$ cat src/rtl/data_io_pkg.sv
// Shared defaults, derived widths and pin-field offsets for the pin-level stream input block.
package data_io_pkg;

  localparam int SEG_W    = 19;
  localparam int NSEG     = 2;
  localparam int OP_W     = 2;
  localparam int DEPTH    = 4;
  localparam int RES_W    = 6;
  localparam int WORD_W   = SEG_W * NSEG;
  localparam int PIN_W    = OP_W + 2 + SEG_W;
  localparam int CNT_W    = $clog2(DEPTH) + 1;
  localparam int TOG_BIT  = SEG_W;
  localparam int LAST_BIT = SEG_W + 1;
  localparam int OP_LSB   = SEG_W + 2;

  // Edge detection stays disabled until the synchroniser and the baseline hold real pin samples
  typedef enum logic [1:0] {
    ARM_FILL0,
    ARM_FILL1,
    ARM_FILL2,
    ARM_LIVE
  } arm_state_t;

endpackage

$ cat src/rtl/io_fifo.sv
// First-word-fall-through FIFO; the head entry reads as zero while the FIFO is empty.
module io_fifo #(
  parameter int W     = 40,
  parameter int DEPTH = 4
) (
  input  logic         clk,
  input  logic         rstn,
  input  logic         push,
  input  logic         pop,
  input  logic [W-1:0] wdata,
  output logic [W-1:0] rdata,
  output logic         full,
  output logic         empty
);

  localparam int PTR_W = $clog2(DEPTH);
  localparam int CNT_W = PTR_W + 1;

  logic [W-1:0]     mem [DEPTH];
  logic [PTR_W-1:0] wr_ptr;
  logic [PTR_W-1:0] rd_ptr;
  logic [CNT_W-1:0] count;
  logic             do_push;
  logic             do_pop;

  assign full    = (count == CNT_W'(DEPTH));
  assign empty   = (count == '0);
  assign do_pop  = pop && !empty;
  // A pop in the same cycle frees the slot that a push into a full FIFO overwrites
  assign do_push = push && (!full || do_pop);
  assign rdata   = empty ? '0 : mem[rd_ptr];

  always_ff @(posedge clk or negedge rstn) begin
    if (!rstn) begin
      wr_ptr <= '0;
      rd_ptr <= '0;
      count  <= '0;
      for (int i = 0; i < DEPTH; i++) mem[i] <= '0;
    end else begin
      if (do_push) begin
        mem[wr_ptr] <= wdata;
        wr_ptr      <= wr_ptr + 1'b1;
      end
      if (do_pop) rd_ptr <= rd_ptr + 1'b1;
      case ({do_push, do_pop})
        2'b10:   count <= count + 1'b1;
        2'b01:   count <= count - 1'b1;
        default: count <= count;
      endcase
    end
  end

endmodule

$ cat src/rtl/data_io_stream.sv
// Pin-level toggle-strobed segment input: synchronise, assemble NSEG segments MSB-first,
// queue {opcode, word} for the core, and return core result plus buffer flags on pins.
module data_io_stream #(
  parameter int SEG_W = data_io_pkg::SEG_W,
  parameter int NSEG  = data_io_pkg::NSEG,
  parameter int OP_W  = data_io_pkg::OP_W,
  parameter int DEPTH = data_io_pkg::DEPTH,
  parameter int RES_W = data_io_pkg::RES_W
) (
  input  logic                    clk,
  input  logic                    rstn,
  input  logic [OP_W+SEG_W+1:0]   pin_in,
  output logic                    core_valid,
  input  logic                    core_ready,
  output logic [OP_W-1:0]         core_op,
  output logic [SEG_W*NSEG-1:0]   core_data,
  input  logic [RES_W-1:0]        core_res,
  output logic [RES_W+1:0]        pin_out
);

  import data_io_pkg::*;

  localparam int WORD_W = SEG_W * NSEG;
  localparam int SCNT_W = (NSEG > 1) ? $clog2(NSEG) : 1;
  localparam int T_BIT  = SEG_W;
  localparam int L_BIT  = SEG_W + 1;
  localparam int O_LSB  = SEG_W + 2;

  logic                     tog_s1;
  logic                     tog_s;
  logic                     tog_q;
  arm_state_t               arm;
  logic                     tog_event;
  logic                     complete;
  logic [SCNT_W-1:0]        seg_cnt;
  logic [WORD_W-1:0]        acc;
  logic [WORD_W+SEG_W-1:0]  acc_ext;
  logic [WORD_W-1:0]        acc_next;
  logic [SEG_W-1:0]         seg;
  logic                     last;
  logic [OP_W-1:0]          op;
  logic                     pop;
  logic                     fifo_full;
  logic                     fifo_empty;
  logic                     ovf_sticky;
  logic [RES_W-1:0]         res_q;

  assign seg       = pin_in[SEG_W-1:0];
  assign last      = pin_in[L_BIT];
  assign op        = pin_in[O_LSB +: OP_W];
  assign tog_event = (arm == ARM_LIVE) && (tog_s != tog_q);
  assign complete  = tog_event && (last || (seg_cnt == SCNT_W'(NSEG - 1)));
  assign acc_ext   = {acc, seg};
  assign acc_next  = acc_ext[WORD_W-1:0];
  assign pop       = core_valid && core_ready;

  always_ff @(posedge clk or negedge rstn) begin
    if (!rstn) begin
      tog_s1 <= 1'b0;
      tog_s  <= 1'b0;
      tog_q  <= 1'b0;
      arm    <= ARM_FILL0;
    end else begin
      tog_s1 <= pin_in[T_BIT];
      tog_s  <= tog_s1;
      tog_q  <= tog_s;
      case (arm)
        ARM_FILL0: arm <= ARM_FILL1;
        ARM_FILL1: arm <= ARM_FILL2;
        default:   arm <= ARM_LIVE;
      endcase
    end
  end

  always_ff @(posedge clk or negedge rstn) begin
    if (!rstn) begin
      seg_cnt    <= '0;
      acc        <= '0;
      ovf_sticky <= 1'b0;
      res_q      <= '0;
    end else begin
      res_q <= core_res;
      if (complete) begin
        seg_cnt <= '0;
        acc     <= '0;
      end else if (tog_event) begin
        seg_cnt <= seg_cnt + 1'b1;
        acc     <= acc_next;
      end
      if (complete && fifo_full && !pop) ovf_sticky <= 1'b1;
    end
  end

  io_fifo #(
    .W     (OP_W + WORD_W),
    .DEPTH (DEPTH)
  ) u_fifo (
    .clk   (clk),
    .rstn  (rstn),
    .push  (complete),
    .pop   (pop),
    .wdata ({op, acc_next}),
    .rdata ({core_op, core_data}),
    .full  (fifo_full),
    .empty (fifo_empty)
  );

  assign core_valid = !fifo_empty;
  assign pin_out    = {ovf_sticky, fifo_full, res_q};

endmodule

$ cat config.mk
export PLATFORM = sky130hd
export DESIGN_NAME = data_io_stream
export DESIGN_NICKNAME = d
export VERILOG_FILES = /design/src/rtl/data_io_pkg.sv /design/src/rtl/io_fifo.sv /design/src/rtl/data_io_stream.sv
export SDC_FILE = /design/constraint.sdc
export NUM_CORES = 1
export LEC_CHECK = 0
export CAP_MARGIN = 20
export CORE_MARGIN = 4
export CORE_UTILIZATION = 45
export DETAILED_ROUTE_END_ITERATION = 16
export HOLD_SLACK_MARGIN = 0.08
export SLEW_MARGIN = 5
export SYNTH_ARGS = -nofsm -noshare
export SYNTH_HDL_FRONTEND = slang
export SYNTH_SLANG_ARGS = --single-unit
export TNS_END_PERCENT = 50
$ cat constraint.sdc
create_clock -name clk -period 2.66 [get_ports clk]
set_input_delay 0.266 -clock clk [delete_from_list [all_inputs] [get_ports clk]]
set_output_delay 0.266 -clock clk [all_outputs]
set_load 0.02 [all_outputs]
* After elaboration in Yosys (flattened, before gate mapping)
Index checks and enable logic that the tools add are counted.
W data, S select, Z words.
** Word-level totals
- Input bits :: 32
- ROM bits :: 0
- Bits in writable memories :: 0
- Output and inout port bits :: 49
- Bits in latches :: 0
- Memories :: 0
- Register bits after elaboration :: 199
- Word-level logic and storage cells :: 61
** Operators by class
- Bitwise gates (word level) :: 2
- Shifts and indexed selects :: 0
- Divide/modulo/power cells :: 0
- Add/subtract/negate cells :: 5
- Reduce and logical (&&, ||, !) cells :: 17
- Eq/ne operators :: 6
- $lt $le $gt $ge :: 3
- Muxes and demuxes :: 13
- Multiply operators :: 0
** Operators by type and width (count)
- $bwmux W160 :: 1
- $mux W40 :: 4
- $bmux W40 S2 :: 1
- $demux W40 S2 :: 1
- $mux W19 :: 2
- $logic_and A1 B1 Y1 :: 8
- $ge A3 B3 Y1 const B :: 2
- $not A2 Y3 :: 2
- $pmux W3 S2 :: 1
- $add A2 B1 Y2 const B :: 2
- $eq A2 B1 Y1 const B :: 2
- $eq A2 B2 Y1 const B :: 2
- $pmux W2 S2 :: 1
- $reduce_bool A2 Y1 :: 2
- $add A3 B1 Y3 const B :: 1
- $eq A3 B3 Y1 const B :: 1
- $logic_not A1 Y1 :: 3
- $logic_not A3 Y1 :: 1
- $lt A3 B1 Y1 const B :: 1
- $sub A3 B1 Y3 const B :: 1
- $logic_not A2 Y1 :: 1
- $logic_or A1 B1 Y1 :: 2
- $mux W1 :: 2
- $add A1 B1 Y1 const B :: 1
- $ne A1 B1 Y1 :: 1

* Logic depth before layout (Yosys ltp)
Gate-level depths: netlist of run 1.
- Depth in word-level cells :: 8
- Depth in mapped cells :: 10
- Depth with buffers taken out :: 9

* Modules after synthesis
A second synthesis of run 1 with hierarchy kept.
** Unflattened totals
- Cells, all modules :: 580
- Area, all modules :: 8924.8 µm²
** Modules (own cells, without submodules)
- io_fifo :: area an instance 7651.1 µm², sequential area each 4179.0 µm², instances 1, cells each 473
- data_io_stream :: area an instance 1273.7 µm², sequential area each 800.8 µm², instances 1, cells each 107

* Least setup slack after synthesis of run 1
Ideal clock, no wire load.
- Path kind :: register to register
- From :: register tog_q
- To :: register u_fifo.count[2]
- Required time :: 2.581 ns
- Setup time :: 0.079 ns
- Buffers on the path :: 1
- Data arrival time :: 1.982 ns
- Period minus slack after synthesis :: 2.061 ns
- Path slack :: 0.599 ns
- Cell stages (with the launch flop) :: 11
- Path through :: dfrtp_1 xor2_1 and3_1 buf_4 nand3_1 ha_1 inv_1 fa_1 xor2_1 nor2_1 xor2_1
** On the way
- Cells in the longest elaborated chain, start to end :: 6
- Elaborated cells between the ends (all ways) :: 8
- Classes of those cells :: 3 x eq/ne; 1 x mux; 4 x reduce/logical
** Ends and longest elaborated chain
- start, declared :: line data_io_stream.sv:31 : logic tog_q;
- start signal, assigned :: line data_io_stream.sv:66 : tog_q <= tog_s;
- $ne A1 B1 Y1 * :: line data_io_stream.sv:51 : assign tog_event = (arm == ARM_LIVE) && (tog_s != tog_q);
- $logic_and A1 B1 Y1 * :: line data_io_stream.sv:51
- $logic_and A1 B1 Y1 * :: line data_io_stream.sv:52 : assign complete = tog_event && (last || (seg_cnt == SCNT_W'(NSEG - 1)));
- $logic_and A1 B1 Y1 * :: line io_fifo.sv:30 : assign do_push = push && (!full || do_pop);
- $eq A2 B1 Y1 / $eq A2 B2 Y1 (equally long branches) :: line io_fifo.sv:45 : case ({do_push, do_pop})
- $pmux W3 S2 / $reduce_bool A2 Y1 (equally long branches)
- end signal, assigned :: line io_fifo.sv:46 : 2'b10: count <= count + 1'b1;
- end signal, assigned :: line io_fifo.sv:47 : 2'b01: count <= count - 1'b1;
- end signal, assigned :: line io_fifo.sv:48 : default: count <= count;
- end, declared :: line io_fifo.sv:22 : logic [CNT_W-1:0] count;
Mark *: on every way between the ends. The rest lies on a longest branch, timed or not.
A chain may end at the register's enable or synchronous reset.

* Worst setup path in the final report of run 1
- From :: register u_fifo.rd_ptr[0]
- To :: output core_data[8]
** On the way
- Cells in the longest elaborated chain, start to end :: 5
** Ends and longest elaborated chain
- start, declared :: line io_fifo.sv:21 : logic [PTR_W-1:0] rd_ptr;
- start signal, assigned :: line io_fifo.sv:44 : if (do_pop) rd_ptr <= rd_ptr + 1'b1;
- $not A2 Y3 (implied by the code) :: line io_fifo.sv:31 : assign rdata = empty ? '0 : mem[rd_ptr];
- $bmux W40 S2 :: line io_fifo.sv:31
- $mux W40 (implied by the code) (2 in series) :: line io_fifo.sv:31
- $mux W40 :: line io_fifo.sv:31
- end, declared :: line data_io_stream.sv:16 : output logic [SEG_W*NSEG-1:0] core_data,
Every way passes these cells. The select of a mux whose other input is x is not followed.

==> results of run 1 <==
worst max path at each step:
stage	startpoint	endpoint	slack, ps	cells past startpoint
floorplan	tog_q	u_fifo.count[2]	600	10
global placement	u_fifo.count[0]	u_fifo.count[2]	370	9
detailed placement	u_fifo.count[0]	u_fifo.count[2]	290	9
CTS	u_fifo.rd_ptr[0]	core_data[26]	2	4
global route	u_fifo.count[0]	core_data[3]	1	4
finish	u_fifo.rd_ptr[0]	core_data[8]	90	4
final cells by class:
cell class / instances / area share [%]
well taps: 270 / 3.00
flip-flops and latches: 199 / 44.3
repair buffers: 102 / 10.6
clock buffers: 18 / 3.81
multi-input cells: 332 / 36.8
clock inverters: 12 / 1.38
inverters: 6 / 0.200
repair_timing:
item                                    in CTS  in global routing
endpoints found under the hold margin       71                  0
endpoints found under the setup margin       4                 24
gates resized for setup                      4                 24
hold buffers                                 1                  0
setup buffers                                0                  0
per-stage QoR:
| step | hold WS (ps) | power (uW) | setup slack (ps) | instance area, sq um | instances |
|---|---|---|---|---|---|
| floorplan | -29.6 | 9820 | 599 | 9430 | 577 |
| global placement | 335 | 11900 | 366 | 10600 | 908 |
| detailed placement | 341 | 12100 | 293 | 10600 | 908 |
| CTS | 249 | 14700 | 1.92 | 11200 | 939 |
| global route | 241 | 15300 | 1.25 | 11300 | 939 |
| finish | 268 | 14500 | 92.3 | 11300 | 939 |
state kept, by name (all words and copies together) (netlist names):
name,count
res_q,6
ovf_sticky,1
u_fifo.rd_ptr,2
tog_q,1
arm,2
u_fifo.wr_ptr,2
u_fifo.mem,160
seg_cnt,1
u_fifo.count,3
tog_s,1
acc,19
tog_s1,1
cell usage in the layout, fill, tap and decap left out, drive strengths merged, types with 2 or more instances in the layout:
master           n
nand2           39
nand3           21
nor2             3
and2            41
mux2           161
clkinv           3
clkdlybuf4s50   51
dfrtp          199
nand2b           2
clkinvlp         5
xor2             4
inv              7
or2              2
xnor2            3
bufinv           3
dlygate4sd2      4
clkbuf          19
dlymetal6s2s    24
ha               5
nand4            4
buf             21
mux4            40
cells by family after synthesis:
group / count (synthesis)
flops: 199
compound gates: 2
fa+ha+maj: 6
mux: 202
simple gates: 115
buf+inv: 46
xor+xnor: 7
power groups by stage:
stage | Clock, uW | Combinational (uW) | Sequential (uW)
6_report | 2600 | 6760 | 5120
5_1_grt | 2800 | 7190 | 5260
4_1_cts | 2660 | 6950 | 5110
3_5_place_dp | 0 | 6950 | 5140
3_3_place_gp | 0 | 6870 | 5050
2_1_floorplan | 0 | 4980 | 4850
per-layer routing:
layer,wire (microns),share of wire (%),GRT usage [%],vias up
met3,611,3.0,4.03,8
met2,10000,50,30.1,73
met5,0,0,0,-
met1,9460,47,24.5,2708
met4,98,0.48,3.14,0
li1,-,-,-,2196
worst max-delay path, cell delays in order (launching register included):
cell,delay [ps]
dfrtp_2,410
buf_12,220
mux4_2,520
and2_1,180
clkdlybuf4s50_1,540
==> results, run 1 <==
- The iteration count of the initial detailed-routing pass is 4.
- The utilization after layout is 55.1%.
- For this design the ratio of total power to cell area is ~1300 nW/um^2.
- The critical path startpoint category is a flip-flop.
- The leakage power of the design is between 0.005 and 0.006 uW.
- After synthesis, the mean cell area works out to roughly 16 sq um.
- The cell count of the worst hold path is 1.
- The switching part of the total power is 31.6%.
- The clock transition at the register clock pins on the worst setup and hold paths after CTS is ~70 ps.
- Registers are responsible for between 30% and 40% of the overall power.
- The worst hold path belongs to the class primary input to flip-flop.
- The total length of routed wires is just over 20000 microns.
- The number of filler cells placed in the layout is about 1700.
- The placed wire-length estimate is 12700 microns.
- Clock latency on the worst-skew pair, taken at its later pin, is between 400 and 500 ps.
- The number of antenna diodes in the final layout is 0.
- The number of DRC violations after detailed-routing iteration 0 is 220.
- The fraction of the yosys area taken by sequential cells is 52.8%.
- In this run the critical register-to-register path is launched from u_fifo.count[0].
- The warning count from the yosys run is 0.
- The floorplan step set the die height to 153 microns.
- The flow ran to the end, and the final reports show no timing, DRC or antenna violations.
- The max-slew violation total from the final report is 0.
- Measured against the total synthesized area, the mux share comes to 35.3%.
- The synthesized netlist devotes less than 1% of its cell area to compound gates.
- The net count of the mapped netlist is about 620.
- On the final layout, the worst clock skew is about 10 ps.
- For this configuration, the core starts out at a cell density of around 46%.
- The TritonCTS sink count is roughly 200.
- After routing, the total negative slack on setup checks comes to 0 ps.
- The multi-input logic area is about 4100 sq um.
- The routability congestion estimate is around 0.71.
- After layout, the minimum clock period comes to ~2600 ps.
- For hold timing, the worst endpoint is res_q[1].
- The synthesis-to-layout area growth is 19.4%.
- The via count is between 4000 and 5000.
- The slew of the pin with the lowest slew margin is roughly 650 ps.
- The number of global-route vias before repair is roughly 5700.
- The mapped netlist covers between 9000 and 10000 sq um.
- Setup repair after global routing left no endpoint under its margin.
- Derived from the worst setup path, the maximum achievable clock frequency is roughly 390 MHz.
- The x dimension of the die is ~150 microns.
- Summed over all nets, the switching power comes to ~4600 uW.
- The number of buffer cells added on primary ports is 80.
- By area the synthesized netlist is led by dfrtp_1, mux2_4, mux4_2, and2_1, buf_6.
- The number of cells on the worst reg-to-reg path is 9.
- After global routing the overflow that remains totals 0.
- The synthesized-area fraction occupied by and/or/nand/nor cells is under 10%.
- The H-tree generated during clock tree synthesis spans 4 levels.
- The number of antenna violations at the first check in global routing is 0.
- The cell count after synthesis is 577.
- The number of synthesized flops with an enable pin is 0.
- The first global-routing pass estimated 32900 microns of wire.
- At the end of the flow, the number of nets in the layout was 696.
- Of the post-synthesis cell area, the dominant cell type holds about 53%.
- The clock passes through at most 2 buffers.
- The number of clock buffers inserted by TritonCTS is 17.
- Global routing consumed, over all layers together, roughly 18% of the routing resources.
- The post-detailed-route DRC marker count is 0.
- The worst-case IR drop observed on VDD is about 0.73 mV.
- Entering global routing, the biggest net connects 76 pins.
- The worst-path maximum fanout is 19.
- The total area of sequential cells is between 4000 and 5000 sq um.
- Headroom to the max-slew limit came out at between 50% and 60%.
- The most common cell in the synthesized netlist is dfrtp_1.
- In this run the clock root is driven by a clkbuf_16.
- The number of placement rows is 52.
- Setup violations remaining at the end of the flow were counted as 0.
- In the final layout, the share of cells above drive strength 1 is just under 40%.
- The area of the die is around 23000 sq um.
- For the worst setup path, the data required time is approximately 2400 ps.
- The xor and xnor area share after synthesis is less than 1%.
- The proportion of power drawn by the clock network is about 18%.
- The slack of the worst reg-to-reg path is 320 ps.
- The leading area contributor after synthesis is dfrtp_1.
- In this run the critical register-to-register path is captured at u_fifo.count[2].
- The boundary pin count is 81.
- Across the run, the number of max-cap violations was 0.
- The internal power is 9900 uW.
- Combinational logic burns 46.7% of the power.
- The main combinational cell family by area after synthesis is multiplexers.
- The total area inside the core boundary comes to 20400 sq um.
- The routed via count divided by cell count is about 5.3.
- The worst hold path startpoint is core_res[1].
- The post-route antenna net violation count is 0.
- The most used flip-flop cell after synthesis is dfrtp_1.
- STA classifies the critical path endpoint as an output pin.
- At the worst endpoint, the arrival time is approximately 2300 ps.
- Synthesis instantiated 28 different standard cells from the library.
- By count the netlist is led by dfrtp_1, mux2_4, and2_1, mux4_2, nand2_1.
- In this run, synthesis produced a sequential element count of 199.
- Of all flip-flops after synthesis, the portion carrying an async set or reset was 100%.
- The average routed wire per standard cell is ~22 microns.
- Of the total synthesized cell area, the portion taken by full adders, half adders and majority gates is less than 1%.
- The final hold violation count is 0.
- The final period utilization is a little under 100%.
- The critical path is of the flip-flop to output pin type.
- The TritonCTS clock tree is built.
Power figures use the tool's default switching activity.
==> run 2, diff against run 1 <==
- CORE_MARGIN: 4 -> 8
- clock period: 2.66 -> 3.3 ns (I/O delays scaled with it)
==> run 2 against run 1 <==
  * Wire length up 2.1%
  * Core utilization decreased by 1.7 points
  * Critical endpoint is now core_data[26]
  * Clock power down 16%
  * Critical path depth is the same
  * Power fell by 19%
  * Global-route usage is 0.96 points lower
  * Largest power group unchanged
  * Worst hold slack improved by 71 ps
  * Final cell count increased by 0.32%
  * Critical path type unchanged
  * Sequential power fell by 19%
==> results, run 2 (synthesis gave the netlist of run 1 again) <==
- The run finished with clean final reports.
- The number of DRC violations after detailed-routing iteration 0 is 226.
- Among all stages on the critical path, the largest delay is contributed by or3_1.
- The post-cts resize count is 0.
- The met2 wirelength from detailed routing is 9820 microns.
- Detailed routing inserted a total of around 5000 vias.
- The multi-input combinational cells in the finished layout cover a total of approximately 4100 sq um.
- The startpoint identified for the worst hold timing path is core_res[2].
- Traced cell by cell, the critical path runs through or3_1 > buf_4 > and2_1 > clkdlybuf4s50_1.
- The post-route antenna net violation count is 0.
- The iteration count of the initial detailed-routing pass is 4.
- The destination of the worst hold path is res_q[2].
- The floorplan has between 50 and 60 rows.
- The cell area after layout is around 11000 sq um.
- Fill cells in the final layout number roughly 1700.
- Measured against its own limit, the worst slew margin works out to 46.5%.
- The min-delay analysis places its worst path in the category primary input to flip-flop.
- The standard cell area after detailed placement is around 10000 sq um.
- The critical path startpoint category is a flip-flop.
- The max-slew violation total from the final report is 0.
- In this run the clock root is driven by a clkbuf_16.
- Counting both buffers and inverters, the worst setup path holds a total of 2.
- The slew of the pin with the lowest slew margin is 800 ps.
- Relative to the synthesized area, the layout overhead comes to 18.0%.
- In the final routed layout, each cell accounts on average for roughly 22 microns.
- Clock tree synthesis found a total of between 150 and 200 sinks.
- The number of clock buffers inserted by TritonCTS is 17.
- Between clock sinks in the finished design, the worst skew comes to ~6.6 ps.
- The post-detailed-route DRC marker count is 0.
- The total routing resource utilization after global routing is between 15 and 20%.
- The number of diodes is 0.
- Along the worst path, the maximum fanout reaches 16.
- Buffers inserted to repair hold after CTS numbered 1.
- Clock latency on the worst-skew pair, taken at its later pin, is about 420 ps.
- In this run the post-CTS setup repair buffer count came out at 0.
- The number of flip-flops in the largest register is 160.
- The placed wire-length estimate is approximately 13000 microns.
- The initial core utilization is 45.3%.
- The count of buffers added on input and output ports is 80.
- The first global-routing pass estimated approximately 34000 microns of wire.
- Derived from the worst setup path, the maximum achievable clock frequency is about 350 MHz.
- The post-placement cell count is between 900 and 1000.
- Setup repair after global routing left no endpoint under its margin.
- The total routed wire length on the met1 layer is about 10000 microns.
- The register ranked first by flip-flop count is u_fifo.mem.
- slightly above 80 I/O pins were placed.
- On the worst path, the slowest cell contributes a delay of about 660 ps.
- After detailed routing, the total wire length is between 20000 and 25000 microns.
- In this run the critical register-to-register path is launched from tog_s.
- After layout, the worst path uses ~90% of the clock period.
- Setup total negative slack on the finished layout was measured at 0 ps.
- The shortest clock period the worst path allows after layout is 2890 ps.
- After clock tree synthesis, the clock-pin slew on the worst setup and hold paths is 70 ps.
- TritonCTS built the clock tree.
- The final hold violation count is 0.
- The largest registers in the layout are u_fifo.mem (160), acc (19), res_q (6).
- VDD sags by at most about 0.58 mV.
- The net count of the finished layout is around 700.
- The leakage power of the design is between 0.005 and 0.006 uW.
- The die is 161 microns tall.
- The library cells used most frequently in the layout, excluding fill and tap cells, are dfrtp_1, mux2_4, clkdlybuf4s50_1, and2_1, mux4_2.
- The number of global-route vias before repair is around 5700.
- Excluding fillers, the count of instances in the completed layout stands at approximately 940.
- The routability congestion estimate is roughly 0.72.
- In the final layout, the share of cells above drive strength 1 is between 30% and 40%.
- The number of antenna violations at the first check in global routing is 0.
- Setup violations remaining at the end of the flow were counted as 0.
- Grouping stages by cell kind, the critical path spends the most delay in buffers and inverters.
- The maximum clock path buffer count is 2.
- STA puts the critical path data arrival time at 2560 ps.
- Entering global routing, the biggest net connects 99 pins.
- In this run the critical register-to-register path is captured at u_fifo.mem[63].
- After global routing the overflow that remains totals 0.
- In the final layout, flip-flops and latches occupy about 5000 sq um.
- Power spread over the standard cell area amounts to between 1000 and 1500 nW/um^2.
- The setup path with the least slack is of type flip-flop to output pin.
- The floorplan step defined a core boundary enclosing approximately 21000 sq um.
- The maximum level of the CTS H-tree is 4.
- The routed via count divided by cell count is 5.28.
- The x dimension of the die is between 150 and 200 microns.
- Counting instances, the worst hold path has a depth of 1.
- Across the run, the number of max-cap violations was 0.
- The uppermost signal routing layer after detailed routing is met4.
- STA classifies the critical path endpoint as an output pin.
- The wire length on met3 is between 600 and 700 microns.
- The slack of the worst reg-to-reg path is between 700 and 800 ps.
- The area of the die is 25800 sq um.
- Data on the critical path is required at its endpoint by between 2000 and 3000 ps.
- The number of cells on the worst reg-to-reg path is 6.
- The most common library cell in the layout ignoring fill and taps is dfrtp_1.
-- run 2: how the worst max path moves through the flow --
stage                          startpoint              end  slack (ps)  cells after the start
after CTS                 u_fifo.count[1]    core_data[25]         320                      4
after global placement         pin_in[20]  u_fifo.count[2]         780                      9
after global routing      u_fifo.count[0]    core_data[27]         290                      4
after floorplan                     tog_q  u_fifo.count[2]        1240                     10
after detailed placement       pin_in[20]  u_fifo.count[2]         750                      9
final                     u_fifo.count[0]    core_data[26]         410                      4
-- run 2: layout make-up --
class,instances,share of cell area [%]
flip-flops and latches,199,44.8
well taps,275,3.09
inverters,6,0.202
multi-input cells,332,37.2
repair buffers,98,9.15
clock inverters,10,1.29
clock buffers,22,4.26
-- run 2: per-stage QoR --
step	setup WS [ps]	power (uW)	hold WS (ps)	util, %
2_1_floorplan	1240	7920	34.4	-
3_3_place_gp	780	9560	334	50.4
3_5_place_dp	749	9690	345	50.4
4_1_cts	325	11900	318	53.4
5_1_grt	294	12500	312	53.4
6_report	408	11800	339	53.4
-- run 2: metal layers --
metal	GRT usage [%]	vias to the layer above
li1	-	2192
met1	23.6	2686
met2	26.3	85
met3	3.94	13
met4	4.42	0
met5	0	-
-- run 2: power breakdown --
part	total (uW)	internal (uW)	leakage, uW	switching [uW]
Combinational	5480	3330	0.00260	2150
Clock	2180	1260	0.000281	921
Sequential	4130	3490	0.00250	645
==> run 3, diff against run 2 <==
- clock period: 3.3 -> 3.53 ns (I/O delays scaled with it)
==> run 3 against run 2 <==
  * Register-to-register slack better by 70 ps
  * Global-route usage down 0.092 points
  * Sequential cell count unchanged
  * Clock skew up 5.1 ps
  * Via count unchanged
  * Worst setup slack better by 64 ps
  * Clock power down 8%
  * Final cell count down 0.53%
  * Die area unchanged
  * First-iteration DRC count up 11%
  * Sequential share of layout area up 0.071 points
  * Critical path depth unchanged
  * Largest cell class unchanged
==> results, run 3 (synthesis gave the netlist of run 1 again) <==
- The maximum ir drop on the vdd rail is about 0.59 mV.
- On the worst path, the slowest cell contributes a delay of 740 ps.
- The power per cell area is just under 1000 nW/um^2.
- The TritonCTS clock tree is built.
- The number of DRC violations after detailed-routing iteration 0 is 250.
- The utilization after layout is between 50 and 60%.
- On the critical path, the stage with the largest delay is an instance of dfrtp_2.
- The clock transition at the register clock pins on the worst setup and hold paths after CTS is approximately 70 ps.
- STA puts the critical path data required time at 3180 ps.
- Compared with the post-synthesis result, the final layout area differs by 17.8%.
- Counting buffers and inverters, the worst setup path is 4 cells deep.
- The detail route stage leaves a number of antenna-violating nets equal to 0.
- The final period utilization is between 80% and 90%.
- The finished layout holds around 940 standard cells, fillers aside.
- The worst-skew pair later-pin latency is ~430 ps.
- For this block, the routed nets add up to 20800 microns of wire.
- The cell count of the worst hold path is 1.
- Counting both buffers and inverters, the worst setup path holds a total of 2.
- The max-slew violation total from the final report is 0.
- The number of global-route vias before repair is between 5000 and 6000.
- The total area of sequential cells is ~5000 sq um.
- Dividing the detail-routed wire length by the instance count gives around 22 microns.
- The most common library cell in the layout ignoring fill and taps is dfrtp_1.
- The number of diodes is 0.
- The worst setup path is captured at an output pin.
- The flow ran to the end, and the final reports show no timing, DRC or antenna violations.
- CTS built an H-tree with a depth of 4.
- Once the floorplan was initialized, standard cells occupied a little under half of the core.
- The iteration count of the initial detailed-routing pass is 4.
- Counting the buffers created by CTS gives 17.
- Grouping stages by cell kind, the critical path spends the most delay in buffers and inverters.
- The number of setup buffers added after CTS is 0.
- The number of flip-flops in the largest register is 160.
- The number of antenna violations at the first check in global routing is 0.
- The number of buffer cells added on primary ports is 80.
- The data arrival at the endpoint of the critical path is between 2000 and 3000 ps.
- After routing the design area is 11100 sq um.
- Max-cap violations in this run came to 0.
- Entering global routing, the biggest net connects between 90 and 100 pins.
- Summing all multi-input logic gate instances after layout gives slightly above 4000 sq um.
- The worst-path maximum fanout is 15.
- The share of cells above drive strength 1 is between 30% and 40%.
- The final number of setup-violating endpoints is 0.
- Summing internal, switching and leakage power gives about 11000 uW.
- The routability congestion estimate is 0.737.
- For this design the static power due to leakage is ~0.0054 uW.
- The first global-routing pass estimated 34100 microns of wire.
- The clock passes through at most 2 buffers.
- Across all layers, the routed design uses approximately 5000 vias.
- Summed over all nets, the half-perimeter wirelength after detailed placement is 13400 microns.
- The root buffer cell chosen for the clock tree is clkbuf_16.
- The final net count is roughly 700.
- The floorplan step defined a die boundary enclosing roughly 26000 sq um.
- The shortest clock period the worst path allows after layout is between 3000 and 4000 ps.
- The slew of the pin with the lowest slew margin is 765 ps.
- The core box area is about 21000 sq um.
- The initialized floorplan defines 53 standard-cell rows.
- The final hold violation count is 0.
- In this run the vertical extent of the chip is about 160 microns.
- After filler insertion, the fill cell instance count of the layout stands at between 1500 and 2000.
- The critical path in this run is classified as flip-flop to output pin.
- The TritonCTS sink count is 199.
- The x dimension of the die is around 160 microns.
- After routing, the total negative slack on setup checks comes to 0 ps.
- The total routing resource utilization after global routing is 16.9%.
- The number of cells traversed by the worst register-to-register path is 5.
- The total overflow reported by the global router is 0.
- In this run the cell area measured after placement is approximately 10000 sq um.
- The worst pin sits at a relative slew slack of slightly below 50%.
- Setup repair after global routing left no endpoint under its margin.
- For this run, design rule violations remaining after detail routing come to 0.
- The routed via count divided by cell count is between 5 and 6.
- In the layout the commonest cells are dfrtp_1, mux2_4, clkdlybuf4s50_1, and2_1, mux4_2.
- The worst clock skew is approximately 12 ps.
- The maximum clock frequency is ~330 MHz.
- Traced cell by cell, the critical path runs through buf_12 > mux4_2 > and2_1 > clkdlybuf4s50_1.
- For this design the top-level I/O count stands at ~80.
- The largest registers in the layout are u_fifo.mem (160), acc (19), res_q (6).
- More flip-flops sit in one register than any other, and that register is u_fifo.mem.
- The critical path startpoint category is a flip-flop.
- The post-placement cell count is between 900 and 1000.
- The classification of the worst-slack hold path is primary input to flip-flop.
-- run 3: changes by cell type in the layout (fill, tap and decap cells not counted), sizes merged --
cell	previous run	this run
clkbuf	23	21
clkinvlp	6	3
clkinv	0	4
buf	17	13
-- run 3: stage by stage --
step                setup slack, ps  hold WS, ps
finish                          472          351
global placement                835          367
floorplan                      1470         57.4
global route                    327          345
CTS                             400          335
detailed placement              859          366
-- run 3: path summary, 6_finish.rpt --
| path | start | end | slack (ps) |
|---|---|---|---|
| worst max-delay path | u_fifo.rd_ptr[0] | core_data[10] | 470 |
| worst min-delay path | pin_in[19] | tog_s1 | 350 |
| worst max register to register | tog_s | u_fifo.mem[58] | 830 |
| worst min register to register | tog_s1 | tog_s | 380 |
| max in group asynchronous | rstn | arm[0] | 2050 |
| min in group asynchronous | rstn | u_fifo.mem[158] | 550 |
-- run 3: what timing repair did --
action	4_1_cts	5_1_grt
endpoints found under the hold margin	90	0
resized for setup	0	0
hold buffers	1	0
setup endpoints to repair	0	0
-- run 3: cell type report --
cell class              count  share of cell area (%)
multi-input cells         332                    37.3
clock buffers              20                    4.11
clock inverters            11                    1.34
repair buffers             94                    9.12
flip-flops and latches    199                    44.9
inverters                   6                   0.203
well taps                 275                    3.10
-- run 3: where the power goes --
group,total [uW],switching (uW),internal [uW]
logic,5070,1940,3130
clock network,2010,861,1150
registers,3950,695,3260
-- run 3: metal layers --
metal  part of all wire (%)  GRT usage (%)
met1                     48           23.6
met2                     47           26.3
met3                    4.2           3.58
met4                    1.1           4.46
met5                      0              0
